$ cat config.mk
export PLATFORM = sky130hd
export DESIGN_NAME = npc_mc_core
export DESIGN_NICKNAME = d
export VERILOG_FILES = /design/src/rtl/npc_pkg.sv /design/src/rtl/npc_regfile.sv /design/src/rtl/npc_mc_core.sv
export SDC_FILE = /design/constraint.sdc
export NUM_CORES = 2
export LEC_CHECK = 0
export ABC_AREA = 1
export BUFFER_PORTS_ARGS = -buffer_cell sky130_fd_sc_hd__buf_2
export CAP_MARGIN = 10
export CORE_MARGIN = 2
export CORE_UTILIZATION = 26
export CTS_CLUSTER_DIAMETER = 40
export DETAILED_ROUTE_END_ITERATION = 6
export HOLD_SLACK_MARGIN = 0.02
export PLACE_DENSITY_LB_ADDON = 0.25
export SLEW_MARGIN = 20
export SYNTH_ARGS = -nofsm -noshare
export SYNTH_HDL_FRONTEND = slang
export SYNTH_SLANG_ARGS = --single-unit
$ cat constraint.sdc
create_clock -name clk -period 11.06 [get_ports clk]
set_input_delay 1.659 -clock clk [delete_from_list [all_inputs] [get_ports clk]]
set_output_delay 1.659 -clock clk [all_outputs]
set_load 0.01 [all_outputs]
$ cat src/rtl/npc_pkg.sv
// npc_pkg: shared encodings for the NPC multi-cycle core.
// Holds the RV32I opcode / funct3 / funct7 constants for the supported
// subset, the EBREAK instruction word, and the core's state enum.
package npc_pkg;

  // Major opcodes (instr[6:0])
  localparam logic [6:0] OP_IMM    = 7'b0010011;
  localparam logic [6:0] OP_REG    = 7'b0110011;
  localparam logic [6:0] OP_LUI    = 7'b0110111;
  localparam logic [6:0] OP_AUIPC  = 7'b0010111;
  localparam logic [6:0] OP_JAL    = 7'b1101111;
  localparam logic [6:0] OP_JALR   = 7'b1100111;
  localparam logic [6:0] OP_SYSTEM = 7'b1110011;

  // funct3 / funct7 values used by the subset
  localparam logic [2:0] F3_ADD_SUB = 3'b000;
  localparam logic [2:0] F3_JALR    = 3'b000;
  localparam logic [6:0] F7_ADD     = 7'b0000000;
  localparam logic [6:0] F7_SUB     = 7'b0100000;

  // The one SYSTEM encoding that is accepted
  localparam logic [31:0] EBREAK_WORD = 32'h0010_0073;

  typedef enum logic [1:0] {
    FETCH,
    WAIT,
    EXEC,
    HALT
  } state_t;

endpackage

$ cat src/rtl/npc_regfile.sv
// npc_regfile: integer register file for the NPC core.
// Ports:
//   clk, reset            clock and synchronous active-high reset (clears all entries)
//   i_raddr1 / o_rdata1   asynchronous read port 1
//   i_raddr2 / o_rdata2   asynchronous read port 2
//   i_we, i_waddr, i_wdata synchronous write port
// x0 always reads as zero; writes to x0 or to indices beyond NR_REGS are dropped.
module npc_regfile #(
  parameter int NR_REGS = 32
) (
  input  logic        clk,
  input  logic        reset,
  input  logic [4:0]  i_raddr1,
  output logic [31:0] o_rdata1,
  input  logic [4:0]  i_raddr2,
  output logic [31:0] o_rdata2,
  input  logic        i_we,
  input  logic [4:0]  i_waddr,
  input  logic [31:0] i_wdata
);

  localparam int AW = $clog2(NR_REGS);
  localparam logic [5:0] NR_LIMIT = 6'(NR_REGS);

  logic [31:0] r_regs [NR_REGS];

  // Entry 0 is never written, but the read mux still forces zero so x0
  // cannot be disturbed by anything that does reach the array.
  assign o_rdata1 = (i_raddr1 == 5'd0) ? 32'd0 : r_regs[i_raddr1[AW-1:0]];
  assign o_rdata2 = (i_raddr2 == 5'd0) ? 32'd0 : r_regs[i_raddr2[AW-1:0]];

  always_ff @(posedge clk) begin
    if (reset) begin
      for (int i = 0; i < NR_REGS; i++) begin
        r_regs[i] <= 32'd0;
      end
    end else if (i_we && (i_waddr != 5'd0) && ({1'b0, i_waddr} < NR_LIMIT)) begin
      r_regs[i_waddr[AW-1:0]] <= i_wdata;
    end
  end

endmodule

$ cat src/rtl/npc_mc_core.sv
// npc_mc_core: multi-cycle RV32I-subset core (ADDI, ADD, SUB, LUI, AUIPC,
// JAL, JALR, EBREAK) with a valid/ready instruction-fetch handshake.
// Ports:
//   clk, reset                      clock, synchronous active-high reset
//   imem_req_valid/ready, imem_addr fetch request (addr == pc)
//   imem_rsp_valid/data             fetched instruction word
//   pc                              current program counter
//   commit_valid, commit_pc         one pulse per retired instruction
//   halt, illegal, halt_code        stop status; halt_code is x10 at halt entry
// Sequence per instruction: FETCH -> WAIT -> EXEC -> FETCH (or HALT).
module npc_mc_core
  import npc_pkg::*;
#(
  parameter logic [31:0] RESET_PC = 32'h8000_0000,
  parameter int          NR_REGS  = 32
) (
  input  logic        clk,
  input  logic        reset,
  output logic        imem_req_valid,
  input  logic        imem_req_ready,
  output logic [31:0] imem_addr,
  input  logic        imem_rsp_valid,
  input  logic [31:0] imem_rsp_data,
  output logic [31:0] pc,
  output logic        commit_valid,
  output logic [31:0] commit_pc,
  output logic        halt,
  output logic        illegal,
  output logic [31:0] halt_code
);

  localparam bit IS_RV32E = (NR_REGS == 16);

  state_t      r_state;
  state_t      w_state_next;
  logic [31:0] r_pc;
  logic [31:0] r_instr;
  logic        r_halt;
  logic        r_illegal;
  logic [31:0] r_halt_code;

  logic [6:0]  w_opcode;
  logic [4:0]  w_rd;
  logic [2:0]  w_funct3;
  logic [4:0]  w_rs1;
  logic [4:0]  w_rs2;
  logic [6:0]  w_funct7;
  logic [31:0] w_imm_i;
  logic [31:0] w_imm_u;
  logic [31:0] w_imm_j;

  logic [31:0] w_rs1_data;
  logic [31:0] w_rs2_data;
  logic [4:0]  w_raddr2;

  logic        w_legal;
  logic        w_wen;
  logic [31:0] w_wdata;
  logic [31:0] w_next_pc;
  logic        w_is_jump;
  logic        w_is_ebreak;
  logic        w_uses_rs1;
  logic        w_uses_rs2;
  logic        w_uses_rd;
  logic        w_reg_bad;
  logic        w_decode_fault;
  logic        w_misaligned;
  logic        w_fault;
  logic        w_stop;
  logic        w_in_exec;

  assign w_opcode = r_instr[6:0];
  assign w_rd     = r_instr[11:7];
  assign w_funct3 = r_instr[14:12];
  assign w_rs1    = r_instr[19:15];
  assign w_rs2    = r_instr[24:20];
  assign w_funct7 = r_instr[31:25];
  assign w_imm_i  = {{20{r_instr[31]}}, r_instr[31:20]};
  assign w_imm_u  = {r_instr[31:12], 12'd0};
  assign w_imm_j  = {{11{r_instr[31]}}, r_instr[31], r_instr[19:12],
                     r_instr[20], r_instr[30:21], 1'b0};

  // Decode and ALU. Everything defaults to "illegal, no write, pc+4" so
  // only the recognised encodings need to set anything.
  always_comb begin
    w_legal     = 1'b0;
    w_wen       = 1'b0;
    w_wdata     = 32'd0;
    w_next_pc   = r_pc + 32'd4;
    w_is_jump   = 1'b0;
    w_is_ebreak = 1'b0;
    w_uses_rs1  = 1'b0;
    w_uses_rs2  = 1'b0;
    w_uses_rd   = 1'b0;
    case (w_opcode)
      OP_IMM: begin
        if (w_funct3 == F3_ADD_SUB) begin
          w_legal    = 1'b1;
          w_wen      = 1'b1;
          w_uses_rs1 = 1'b1;
          w_uses_rd  = 1'b1;
          w_wdata    = w_rs1_data + w_imm_i;
        end
      end
      OP_REG: begin
        if (w_funct3 == F3_ADD_SUB && (w_funct7 == F7_ADD || w_funct7 == F7_SUB)) begin
          w_legal    = 1'b1;
          w_wen      = 1'b1;
          w_uses_rs1 = 1'b1;
          w_uses_rs2 = 1'b1;
          w_uses_rd  = 1'b1;
          w_wdata    = (w_funct7 == F7_SUB) ? (w_rs1_data - w_rs2_data)
                                            : (w_rs1_data + w_rs2_data);
        end
      end
      OP_LUI: begin
        w_legal   = 1'b1;
        w_wen     = 1'b1;
        w_uses_rd = 1'b1;
        w_wdata   = w_imm_u;
      end
      OP_AUIPC: begin
        w_legal   = 1'b1;
        w_wen     = 1'b1;
        w_uses_rd = 1'b1;
        w_wdata   = r_pc + w_imm_u;
      end
      OP_JAL: begin
        w_legal   = 1'b1;
        w_wen     = 1'b1;
        w_uses_rd = 1'b1;
        w_is_jump = 1'b1;
        w_wdata   = r_pc + 32'd4;
        w_next_pc = r_pc + w_imm_j;
      end
      OP_JALR: begin
        if (w_funct3 == F3_JALR) begin
          w_legal    = 1'b1;
          w_wen      = 1'b1;
          w_uses_rs1 = 1'b1;
          w_uses_rd  = 1'b1;
          w_is_jump  = 1'b1;
          w_wdata    = r_pc + 32'd4;
          w_next_pc  = (w_rs1_data + w_imm_i) & 32'hFFFF_FFFE;
        end
      end
      OP_SYSTEM: begin
        if (r_instr == EBREAK_WORD) begin
          w_legal     = 1'b1;
          w_is_ebreak = 1'b1;
        end
      end
      default: begin
      end
    endcase
  end

  // RV32E only rejects register fields the instruction actually uses;
  // immediate bits that happen to sit in those positions are not checked.
  assign w_reg_bad = IS_RV32E && ((w_uses_rs1 && w_rs1[4]) ||
                                  (w_uses_rs2 && w_rs2[4]) ||
                                  (w_uses_rd  && w_rd[4]));

  assign w_decode_fault = !w_legal || w_reg_bad;
  assign w_misaligned   = w_is_jump && w_next_pc[1];
  assign w_fault        = w_decode_fault || w_misaligned;
  assign w_stop         = w_fault || w_is_ebreak;
  assign w_in_exec      = (r_state == EXEC) && !reset;

  // Read port 2 is borrowed to read x10 whenever the instruction does not
  // need rs2. Every halting case (EBREAK, decode fault, misaligned jump)
  // lands here, so halt_code never needs a third read port.
  assign w_raddr2 = (w_uses_rs2 && !w_decode_fault) ? w_rs2 : 5'd10;

  npc_regfile #(
    .NR_REGS(NR_REGS)
  ) u_rf (
    .clk      (clk),
    .reset    (reset),
    .i_raddr1 (w_rs1),
    .o_rdata1 (w_rs1_data),
    .i_raddr2 (w_raddr2),
    .o_rdata2 (w_rs2_data),
    .i_we     (w_in_exec && !w_fault && w_wen),
    .i_waddr  (w_rd),
    .i_wdata  (w_wdata)
  );

  always_ff @(posedge clk) begin
    if (reset) begin
      r_state <= FETCH;
    end else begin
      r_state <= w_state_next;
    end
  end

  // Next-state logic. Responses are only looked at in WAIT, so a stray
  // imem_rsp_valid in FETCH or HALT has no effect.
  always_comb begin
    w_state_next = r_state;
    case (r_state)
      FETCH: if (imem_req_ready) w_state_next = WAIT;
      WAIT:  if (imem_rsp_valid) w_state_next = EXEC;
      EXEC:  w_state_next = w_stop ? HALT : FETCH;
      HALT:  w_state_next = HALT;
      default: w_state_next = FETCH;
    endcase
  end

  // PC, latched instruction and halt status. A faulting instruction leaves
  // pc untouched; EBREAK also keeps pc pointing at itself.
  always_ff @(posedge clk) begin
    if (reset) begin
      r_pc        <= RESET_PC;
      r_instr     <= 32'd0;
      r_halt      <= 1'b0;
      r_illegal   <= 1'b0;
      r_halt_code <= 32'd0;
    end else begin
      if (r_state == WAIT && imem_rsp_valid) begin
        r_instr <= imem_rsp_data;
      end
      if (r_state == EXEC) begin
        if (!w_stop) begin
          r_pc <= w_next_pc;
        end else begin
          r_halt      <= 1'b1;
          r_illegal   <= w_fault;
          r_halt_code <= w_rs2_data;
        end
      end
    end
  end

  assign imem_req_valid = (r_state == FETCH) && !reset;
  assign imem_addr      = r_pc;
  assign pc             = r_pc;
  assign commit_valid   = w_in_exec && !w_fault;
  assign commit_pc      = r_pc;
  assign halt           = r_halt;
  assign illegal        = r_illegal;
  assign halt_code      = r_halt_code;

endmodule

== Word level (Yosys, flattened, before mapping) ==
Memory sizes are Yosys's and may differ from the RTL's. A register that Yosys moved wholly into a read port is not among the register bits.
Cells that the tools add are included.

* $add $sub $neg: 6
* Eq/ne operators: 14
* Mux-type cells: 32
* Bitwise logic cells: 1
* Reductions and logical operators: 27

{| class="wikitable"
|+ Operators by type and width
! operator !! count
|-
| 2-to-1 mux 32 bit || 8
|-
| case mux 32 bit (6 select lines) || 1
|-
| adder 32 bit || 4
|-
| case mux 32 bit (2 select lines) || 1
|-
| adder 32 x 3 -> 32 bit (second input constant) || 1
|-
| equality test 32 x 21 -> 1 bit (second input constant) || 1
|-
| OR reduction 32 bit || 1
|-
| subtractor 32 bit || 1
|-
| equality test 7 x 6 -> 1 bit (second input constant) || 3
|-
| equality test 7 bit (second input constant) || 3
|-
| 2-to-1 mux 5 bit || 4
|-
| equality test 7 x 5 -> 1 bit (second input constant) || 2
|-
| 2-to-1 mux 1 bit || 11
|-
| zero test 5 bit || 2
|-
| logical AND 1 bit || 9
|-
| case mux 2 bit (4 select lines) || 1
|-
| zero test 7 bit || 1
|-
| 2-to-1 mux 2 bit || 3
|-
| AND reduction 2 bit || 3
|-
| nonzero test 5 bit || 1
|-
| equality test 2 bit (second input constant) || 2
|-
| != test 2 bit (second input constant) || 2
|-
| case mux 1 bit (4 select lines) || 1
|-
| zero test 1 bit || 3
|-
| 9 further kinds || 11
|}

* Register bits: 100
* Memory bits (writable): 1,024
* Bits of input ports: 36
* Output and inout bits: 132
* Memories: 1

{| class="wikitable"
|+ Memories
! name !! depth !! bits a word !! read ports !! clocked after Yosys merged registers in !! write ports !! line !! source
|-
| u_rf.r_regs || 32 || 32 || 2 || 1 || 32 || npc_regfile.sv:25 || <nowiki>logic [31:0] r_regs [NR_REGS];</nowiki>
|}

== Depth between registers and ports, before layout ==
* Depth after elaboration: 16
* Depth in mapped cells: 42
* Depth with buffers taken out: 40

== Cells and area by module ==
From an unflattened synthesis, not the netlist that was laid out.

* Cells, all modules: 9,779
* Area, all modules: 70,765.4 sq um

{| class="wikitable"
|+ Modules (own cells, without submodules)
! module !! times used !! cells an instance !! area an instance (sq um) !! sequential area each (sq um)
|-
| npc_regfile || 1 || 7,255 || 56,579.3 || 30,749.5
|-
| npc_mc_core || 1 || 2,524 || 14,186.1 || 1,981.9
|}

== Worst setup path after synthesis ==
OpenSTA, ideal clock, no wires.

* Path kind: register to register
* Start: register (tool-made name)
* End: memory u_rf.r_regs[15][0], enable pin
* Data arrival time: 5,434 ps
* Required time: 10,671 ps
* Path slack: 5,237 ps
* Cell stages (with the launch flop): 26
* Path buffers: 7
* Clock period less this slack: 5,823 ps
* Path through: dfxtp_1 > clkbuf_1 > inv_1 > clkbuf_1 > clkbuf_1 > clkbuf_1 > clkbuf_1 > clkbuf_1 > a21oi_1 > o21ai_0 > nand3_1 > nand3_1 > nand2_1 > a31oi_1 > fa_1 > nand2_1 > nor2_1 > a21oi_1 > a21boi_2 > nand3_1 > inv_2 > nand3_2 > nor3_4 > nand2_1 > clkbuf_1 > nand2_1

{| class="wikitable"
|+ RTL lines
! what !! line
|-
| end: declaration || npc_regfile.sv:25
|}

==> summary.txt <==
Status
  • Outcome: finished with violations
  • Failing checks: DRC

Logic synthesis
  • Synth unique cells: 69
  • Seq/Total Area, Yosys: 47.7%
  • Yosys reg bits: 1128
  • Synth Cell Area: 68800 µm²
  • Post-synth EDFFs: 1024
  • Dominant synthesized flop cell: edfxtp_1
  • Synth Instances: 8875
  • Asr flop ratio synth: 0%
  • Yosys warnings: 0
  • Syn Area/Cell: 7.75 µm²

Clock network
  • Reg clk slew, reported paths: 50 ps
  • PostCTS Resize Cnt: 0
  • H-tree depth: 4
  • Maximum clock path buffer count: 3
  • Total clock sinks: 1128
  • TritonCTS Buffers: 228
  • Hold_buf cts: 0
  • CTS tree: done
  • CTS root buf: clkbuf_16
  • Postcts setup bufs: 0
  • Clk_lat worst skew: 900 ps

Finish
  • Area grow syn2layout: 18.2%
  • Filler cells: 27700
  • Nets: 8870
  • Multi-input gate area: 31100 µm²
  • Layout cells sized above 1: 10.3%
  • Sequential cell area: 32900 µm²

Floorplanning
  • Io pins: 168
  • Die area: 269000 µm²
  • Die width: 518 µm
  • Vert. Die Dim: 518 µm
  • Initial Util: 26.2%
  • Core ar.: 263000 µm²
  • Site row count: 188

Global routing
  • GR Overflow Total: 0
  • Vias in the first global route: 64400
  • First-pass GRT wire length: 489 mm
  • GRT Util Overall: 25.0%
  • Initial antenna violation count: 13
  • Largest net degree at the start of global routing: 140

Setup path
  • Max incr delay on CP: 730 ps
  • Setup CP Type: reg -> reg
  • CP Launch Type: flop
  • Critical path peak fanout: 79
  • Most used cell along the critical path: nand2_1
  • CP Capture Type: flop
  • CP arrival: 9710 ps
  • CP Data Required Time: 11760 ps
  • Slowest CP cell: inv_8

Timing
  • Slew Viols, Final: 0
  • Worst Skew: 75.3 ps
  • RSZ-0062 raised after global routing: false
  • Setup_tns: 0 ps
  • Hold slack final: 451 ps
  • Slew margin rel.: 15.3%
  • F_max: 111 MHz
  • Hold Vio Cnt, Final: 0
  • Min Clock Period, post-route: 9010 ps
  • Setup WS post-layout: 2050 ps
  • Worst slew pin tran: 1270 ps
  • Final period util: 81.4%
  • Final setup violating endpoints: 0

Route
  • Vias after detailed routing: 69300
  • Drt first pass iters: 7
  • Met3 WL: 39.9 mm
  • WL final: 350 mm
  • Antenna Nets Post-Route: 0
  • Routed vias/inst: 5.56
  • M1 WL: 141 mm
  • Met2 Wirelength: 150 mm
  • Avg WL per Cell: 28.1 µm
  • DR iter-0 viols: 10400
  • DR top layer: met5
  • Drt drc: 2

Run
  • Max-cap violations: 0

Pwr
  • Leak pwr: 31.4 nW
  • Peak VDD IR: 0.168 mV
  • Power density cells: 173 nW/µm²
  • Total power: 14.0 mW

Placement
  • Number of port buffers: 164
  • Hpwl dp: 204 mm
  • RD Place Congestion: 0.965
  • Place WS: 2390 ps

Worst hold path
  • Hold WC Path Type: reg -> reg
synth_stat cells (5+ instances only):
| library cell | number | area share (%) |
|---|---|---|
| or2_2 | 18 | 0.16 |
| a31oi_1 | 68 | 0.62 |
| o21ai_0 | 783 | 5.7 |
| o31ai_1 | 9 | 0.098 |
| o21ai_1 | 7 | 0.051 |
| o21a_1 | 9 | 0.098 |
| buf_1 | 46 | 0.25 |
| nand2_2 | 6 | 0.055 |
| nand4_1 | 120 | 1.1 |
| o311ai_0 | 9 | 0.11 |
| nor2_1 | 1740 | 9.5 |
| nand3_2 | 8 | 0.12 |
| a21oi_2 | 10 | 0.13 |
| dfxtp_1 | 104 | 3.0 |
| nor3_1 | 66 | 0.48 |
| xor2_1 | 53 | 0.67 |
| ha_1 | 105 | 1.9 |
| inv_2 | 9 | 0.049 |
| nand3_1 | 606 | 4.4 |
| edfxtp_1 | 1024 | 45 |
| o2111ai_1 | 5 | 0.064 |
| o22ai_1 | 32 | 0.29 |
| nor3b_1 | 10 | 0.11 |
| nor4_1 | 14 | 0.13 |
| buf_2 | 107 | 0.78 |
| a211oi_1 | 14 | 0.15 |
| a21oi_1 | 562 | 4.1 |
| and3_1 | 10 | 0.091 |
| xnor2_1 | 23 | 0.29 |
| a221oi_1 | 9 | 0.11 |
| a21o_1 | 7 | 0.076 |
| clkbuf_1 | 520 | 2.8 |
| o221ai_1 | 116 | 1.5 |
| nand2_1 | 1756 | 9.6 |
| inv_1 | 591 | 3.2 |
| buf_4 | 81 | 0.88 |
| nor2_2 | 6 | 0.055 |
| o211ai_1 | 152 | 1.7 |
critical path: cells and delay by family (launching register included):
family	cells	cell delay, ps
xor gates and xnor gates	1	300
AOI/OAI and AO/OA	6	1550
DFF	1	290
and+or+nand+nor	16	4140
adders and majority gates	1	350
buffers and inverters	5	1890
worst paths after layout:
check	slack, ps	end	cells after the start	start
max	2050	u_rf.r_regs[27][31]$_SDFFCE_PN0P_	29	r_instr[31]$_SDFFE_PP0P_
min	450	r_instr[1]$_SDFFE_PP0P_	2	r_instr[1]$_SDFFE_PP0P_
max reg2reg	2050	u_rf.r_regs[27][31]$_SDFFCE_PN0P_	29	r_instr[31]$_SDFFE_PP0P_
min reg2reg	450	r_instr[1]$_SDFFE_PP0P_	2	r_instr[1]$_SDFFE_PP0P_
routing by layer:
metal / global-route usage, % / vias up
met5: 0 / -
met4: 12.8 / 2
met3: 5.48 / 881
met2: 37.7 / 4891
met1: 33.6 / 33700
li1: - / 29800
metrics by stage:
| step | cells | area, µm² | util (%) |
|---|---|---|---|
| after detailed placement | 12000 | 73000 | 27.8 |
| after global routing | 12400 | 81300 | 30.9 |
| after global placement | 12000 | 73000 | 27.8 |
| after floorplan | 8909 | 68900 | - |
| after CTS | 12400 | 81200 | 30.9 |
| final | 12500 | 81300 | 30.9 |
final cells by class:
| cell class | count | share of cell area, % |
|---|---|---|
| Sequential cell | 1128 | 40.4 |
| Multi-Input combinational cell | 6419 | 38.2 |
| Clock buffer | 254 | 7.31 |
| Tap cell | 3515 | 5.41 |
| Timing Repair Buffer | 343 | 2.95 |
| Inverter | 605 | 2.85 |
| Clock inverter | 180 | 2.82 |
| Antenna cell | 10 | 0.0308 |
cells in the final DEF, fill, tap and decap left out, drive strengths merged, types with 7 or more instances in the layout:
cell,netlist,final
nor2,1751,1751
nor3b,10,10
edfxtp,1024,1024
and3,10,10
nand4,121,121
clkinvlp,0,28
a31oi,68,68
nand3,616,616
o221ai,116,116
a221oi,9,9
clkinv,5,95
o211ai,152,152
xor2,53,53
o21a,9,9
nor4,15,15
a21oi,572,572
xnor2,23,23
buf,237,343
bufinv,0,40
nor3,70,70
o31ai,9,9
nand2,1764,1764
o22ai,32,32
conb,1,35
a21o,7,7
or2,18,18
diode,0,10
o21ai,791,791
clkbuf,520,254
ha,105,105
a211oi,14,14
inv,600,622
dfxtp,104,104
o311ai,9,9
cells by family (layout without fill, tap and decap cells):
group	after synthesis	after routing	share of synthesized area [%]
AO/OA/AOI/OAI	1817	1817	15.0
XOR/XNOR	76	76	0.967
adder cells (fa/ha/maj)	109	109	2.03
buffers and inverters	1362	1382	8.10
flip-flops	1128	1128	47.7
other	1	45	0.00545
AND/OR/NAND/NOR	4382	4382	26.1
report_power, final:
part | total (mW) | switching (mW) | internal (mW)
registers | 4.92 | 0.114 | 4.81
clock network | 7.41 | 2.59 | 4.82
logic | 1.72 | 1.31 | 0.412
flip-flops by register name, summed over array words and instances, names as in the netlist, named ones only:
register and flops:
commit_pc 31, illegal 1, u_rf.r_regs 1024, r_instr 32, halt 1, halt_code 32
r_state 2
(Power assumes the default switching activity.)
